### src/rtl/inst_mem_loader.sv
// Serial program loader: assembles little-endian words from a byte stream,
// writes them into instruction memory and holds the CPU in reset until the image is complete.
module inst_mem_loader #(
  parameter int ROM_WIDTH     = 32,
  parameter int ROM_ADDR_BITS = 10
) (
  input  logic                     clk,
  input  logic                     rst,
  input  logic                     byte_valid,
  input  logic [7:0]               byte_data,
  input  logic                     load_req,
  output logic                     we,
  output logic [ROM_ADDR_BITS-1:0] waddr,
  output logic [ROM_WIDTH-1:0]     wdata,
  output logic                     cpu_rst,
  output logic                     done,
  output logic                     err,
  output logic [ROM_ADDR_BITS-2:0] words_loaded
);

  localparam int MAX_WORDS = (2 ** ROM_ADDR_BITS) / 4;
  localparam int WI_W      = ROM_ADDR_BITS - 2;
  localparam int WL_W      = ROM_ADDR_BITS - 1;

  localparam logic [15:0]     MAX_N  = 16'(MAX_WORDS);
  localparam logic [WI_W-1:0] WI_ONE = WI_W'(1);
  localparam logic [WL_W-1:0] WL_ONE = WL_W'(1);

  typedef enum logic [2:0] {
    S_CNT_LO = 3'd0,
    S_CNT_HI = 3'd1,
    S_DATA   = 3'd2,
    S_WRITE  = 3'd3,
    S_DONE   = 3'd4,
    S_ERR    = 3'd5
  } state_t;

  state_t          state_r;
  logic [15:0]     cnt_r;
  logic [1:0]      byte_idx_r;
  logic [WI_W-1:0] word_idx_r;
  logic [23:0]     shift_r;

  logic [15:0]     cnt_next_s;
  logic            last_word_s;

  assign cnt_next_s  = {byte_data, cnt_r[7:0]};
  assign last_word_s = (16'(word_idx_r) == (cnt_r - 16'd1));

  // Loader FSM; all outputs are registered here.
  always_ff @(posedge clk) begin
    if (rst) begin
      state_r      <= S_CNT_LO;
      cnt_r        <= 16'd0;
      byte_idx_r   <= 2'd0;
      word_idx_r   <= '0;
      shift_r      <= 24'd0;
      we           <= 1'b0;
      waddr        <= '0;
      wdata        <= '0;
      cpu_rst      <= 1'b1;
      done         <= 1'b0;
      err          <= 1'b0;
      words_loaded <= '0;
    end else begin
      we <= 1'b0;
      case (state_r)
        S_CNT_LO: begin
          if (byte_valid) begin
            cnt_r[7:0] <= byte_data;
            state_r    <= S_CNT_HI;
          end else begin
            state_r    <= S_CNT_LO;
          end
        end

        S_CNT_HI: begin
          if (byte_valid) begin
            cnt_r <= cnt_next_s;
            if (cnt_next_s == 16'd0) begin
              state_r <= S_DONE;
              done    <= 1'b1;
              cpu_rst <= 1'b0;
            end else if (cnt_next_s > MAX_N) begin
              state_r <= S_ERR;
              err     <= 1'b1;
            end else begin
              state_r    <= S_DATA;
              byte_idx_r <= 2'd0;
              word_idx_r <= '0;
            end
          end else begin
            state_r <= S_CNT_HI;
          end
        end

        S_DATA: begin
          if (byte_valid) begin
            shift_r    <= {byte_data, shift_r[23:8]};
            byte_idx_r <= byte_idx_r + 2'd1;
            if (byte_idx_r == 2'd3) begin
              // Fourth byte goes straight into the write word, no extra cycle.
              state_r      <= S_WRITE;
              we           <= 1'b1;
              waddr        <= {word_idx_r, 2'b00};
              wdata        <= {byte_data, shift_r};
              words_loaded <= words_loaded + WL_ONE;
            end else begin
              state_r <= S_DATA;
            end
          end else begin
            state_r <= S_DATA;
          end
        end

        S_WRITE: begin
          if (last_word_s) begin
            state_r <= S_DONE;
            done    <= 1'b1;
            cpu_rst <= 1'b0;
          end else begin
            state_r    <= S_DATA;
            word_idx_r <= word_idx_r + WI_ONE;
            // A byte landing during the write strobe is lane 0 of the next word.
            if (byte_valid) begin
              shift_r    <= {byte_data, shift_r[23:8]};
              byte_idx_r <= 2'd1;
            end else begin
              byte_idx_r <= 2'd0;
            end
          end
        end

        S_DONE: begin
          if (load_req) begin
            state_r      <= S_CNT_LO;
            cpu_rst      <= 1'b1;
            done         <= 1'b0;
            words_loaded <= '0;
            cnt_r        <= 16'd0;
            byte_idx_r   <= 2'd0;
            word_idx_r   <= '0;
          end else begin
            state_r <= S_DONE;
          end
        end

        S_ERR: begin
          if (load_req) begin
            state_r      <= S_CNT_LO;
            err          <= 1'b0;
            words_loaded <= '0;
            cnt_r        <= 16'd0;
            byte_idx_r   <= 2'd0;
            word_idx_r   <= '0;
          end else begin
            state_r <= S_ERR;
          end
        end

        default: begin
          state_r <= S_CNT_LO;
          cpu_rst <= 1'b1;
          done    <= 1'b0;
          err     <= 1'b0;
        end
      endcase
    end
  end

endmodule

### config.mk
export PLATFORM = sky130hd
export DESIGN_NAME = inst_mem_loader
export DESIGN_NICKNAME = d
export VERILOG_FILES = /design/src/rtl/inst_mem_loader.sv
export SDC_FILE = /design/constraint.sdc
export NUM_CORES = 1
export LEC_CHECK = 0
export ABC_AREA = 1
export BUFFER_PORTS_ARGS = -buffer_cell sky130_fd_sc_hd__clkbuf_2
export CAP_MARGIN = 20
export CORE_MARGIN = 2
export CORE_UTILIZATION = 45
export CTS_BUF_LIST = sky130_fd_sc_hd__clkbuf_16
export CTS_CLUSTER_DIAMETER = 50
export DETAILED_ROUTE_END_ITERATION = 10
export MAX_ROUTING_LAYER = met4
export PLACE_DENSITY = 0.64
export SLEW_MARGIN = 15
export SYNTH_ARGS = -nofsm -noshare
export SYNTH_HDL_FRONTEND = slang
export SYNTH_SLANG_ARGS = --single-unit
### constraint.sdc
create_clock -name clk -period 4.15 [get_ports clk]
set_clock_uncertainty 0.2 [all_clocks]
set_input_delay 0.6225 -clock clk [delete_from_list [all_inputs] [get_ports clk]]
set_output_delay 0.6225 -clock clk [all_outputs]
set_load 0.005 [all_outputs]
==> out/results.txt <==
Worst min-delay path class = reg2reg
CORE AREA = 11300 sq um
Post-CTS Setup Inserts = 0
Area of the multi-input gates = 2560 sq um
Post-DP HPWL = 9360 um
Mapped cell area = 5150 sq um
Arrival @ worst endpoint = 2.71 ns
Final hold vios = 0
Actual slew at the worst max-slew pin = 0.926 ns
I/O Pins = 67
Total gr overflow = 0
Residual DRC = 0
# fillers = 1132
Total track usage = 21.6%
Met2 usage = 33.2%
Comb pwr share = 15.3%
Most common cell in the netlist = nand2_1
CTS H-Tree Depth = 3
Worst Hold Slack = 0.269 ns
Layout Utilization = 51.4%
Starting density of the core = 45.7%
Grt peak-use layer = met2
Setup violators final = 0
# clock sinks = 106
Switching part of the total = 28.8%
Rows = 39
PortBufs = 64
RSZ-0062 raised after global routing = false
Crit start category = flip-flop
Post-Layout Cell Count = 938
Clock Power Share = 35.8%
Max frequency = 0.375 GHz
Hold_buf cts = 0
Antenna violations before repair = 0
Largest area contributor in the netlist = dfxtp_1
TNS Setup = 0 ns
Die X = 111 um
Clk Tree Root Cell = clkbuf_16
Clk Latency, worst-skew pair = 0.34 ns
Reg area = 2120 sq um
Crit. End Element = flip-flop
Top-area cell type share of the netlist area = 41.2%
Area Growth Syn to Fin = 12.4%
Final Total Pwr = 2.18 mW
Slew Viols, Final = 0
Max IR drop VDD = 244 uV
Placer Congestion = 0.906
Syn Area/Cell = 6.90 sq um
Maxcap violations = 0
DRT Pass-1 Iters = 5
Via-to-Cell Ratio = 5.17
Number of diodes = 0
Main synth FF type = dfxtp_1
Met3 usage = 3.61%
Cells after Synth = 747
Number of flops mapped to enable cells by yosys = 0
Cell Pwr Density = 377 nW/um^2
Num CTS Buffers = 9
Final antenna-violating net count = 0
Drt wl/cell = 13.5 um
Type of the worst setup path = reg2reg
Unique masters post-synth = 39
Pint = 1.55 mW
Final Routed Wirelength = 12700 um
NetSw = 0.629 mW
Nets = 807
Die height = 111 um
Outcome = finished clean
Async SR Flop Fraction = 0%
Number of global-route vias before repair = 4464
Largest net degree at the start of global routing = 65
Worst slew margin = 38.2%
Register area share after synthesis = 41.2%
Period utilization = 64.2%
Fin crit period = 2.67 ns
Most frequent cells after synthesis = nand2_1 (137), nor2_1 (121), dfxtp_1 (106), inv_1 (78), a21oi_1 (69)
DR vias = 4850
Flop pwr share = 49.0%
FF+latch count, synth = 106
Ys Warns = 0
Top cells by area, synth = dfxtp_1 (41%), nand2_1 (10%), nor2_1 (8.8%)
Die area = 12300 sq um
Post-CTS Resized = 0
Dpl cells = 923
First-pass GRT wire length = 21500 um
Lkg Pwr = 2.51 nW
Clk slew on worst S/H paths = 0.07 ns
DRT iter0 DRCs = 258
Layout cells sized above 1 = 15.6%
CP Max Fanout = 48
GRT met1 Usage = 29.2%
Worst path required time = 4.19 ns
CTS tree = built
Bufs on Longest Clock Path = 2
## power by group through the flow
stage	registers, mW	clock network [mW]	logic [mW]
2_1_floorplan	1.08	0	0.258
6_report	1.07	0.782	0.333
3_3_place_gp	1.09	0	0.329
4_1_cts	1.07	0.802	0.330
5_1_grt	1.07	0.844	0.383
3_5_place_dp	1.09	0	0.328
## flip-flops by register name, summed over array words and instances, names as in the netlist
name          flops
cpu_rst           1
cnt_r            16
we                1
wdata            32
done              1
byte_idx_r        2
word_idx_r        8
state_r           3
err               1
waddr             8
shift_r          24
words_loaded      9
## through the flow
| step | cell area [sq um] | setup slack [ns] |
|---|---|---|
| floorplan | 5160 | 1.97 |
| global placement | 5530 | 1.52 |
| detailed placement | 5530 | 1.50 |
| CTS | 5790 | 1.52 |
| global route | 5790 | 1.22 |
| finish | 5790 | 1.48 |
## worst max-delay path: stages (launching register included)
cell and delay [ns]:
dfxtp_1 0.31, inv_1 0.12, ha_1 0.25, nand2_2 0.14
nor2_4 0.21, nand2_2 0.09, nor4_1 0.23, nor2_1 0.09
nand4_1 0.09, buf_4 0.48, nand3_1 0.17, nand2_1 0.09
nor2_1 0.05
## layer usage
layer,wire length (um),vias up,part of all wire (%)
met3,547,20,4.3
met2,5750,121,45
met1,6120,2208,48
li1,-,2501,-
met4,253,0,2.0
met5,0,-,0
## cells in the final DEF (no fill, tap or decap), types with 5 or more instances in the layout
| master | Yosys | layout |
|---|---|---|
| a21oi_1 | 69 | 69 |
| a21oi_2 | 21 | 21 |
| buf_4 | 4 | 5 |
| clkbuf_16 | 0 | 9 |
| clkbuf_2 | 1 | 64 |
| dfxtp_1 | 106 | 106 |
| inv_1 | 78 | 77 |
| nand2_1 | 137 | 137 |
| nand3_1 | 52 | 52 |
| nand4_1 | 16 | 16 |
| nor2_1 | 121 | 120 |
| nor2_4 | 4 | 5 |
| o21ai_0 | 59 | 59 |
| xor2_1 | 6 | 6 |
## layout make-up
type	instances	share of cell area, %
Tap cell	143	3.09
Multi-Input combinational cell	524	44.2
Clock inverter	6	0.713
Inverter	81	5.25
Clock buffer	9	3.89
Sequential cell	106	36.6
Timing Repair Buffer	69	6.18
## logic make-up (layout without fill, tap and decap cells)
group,after synthesis,in the layout,synth area share [%]
and+or+nand+nor,354,354,30.2
AOI/OAI and AO/OA,156,156,17.0
buffers and inverters,118,165,9.30
DFF,106,106,41.2
xor gates and xnor gates,8,8,1.36
adders and majority gates,4,4,0.971
other,1,2,0.0728
## final timing paths
path | from | end | slack, ns | depth (start not counted)
setup / recovery | cnt_r[0] | shift_r[2] | 1.48 | 12
hold reg to reg | err | err | 0.27 | 2
setup reg to reg | cnt_r[0] | shift_r[2] | 1.48 | 12
hold / removal | err | err | 0.27 | 2
(Power assumes the default switching activity.)
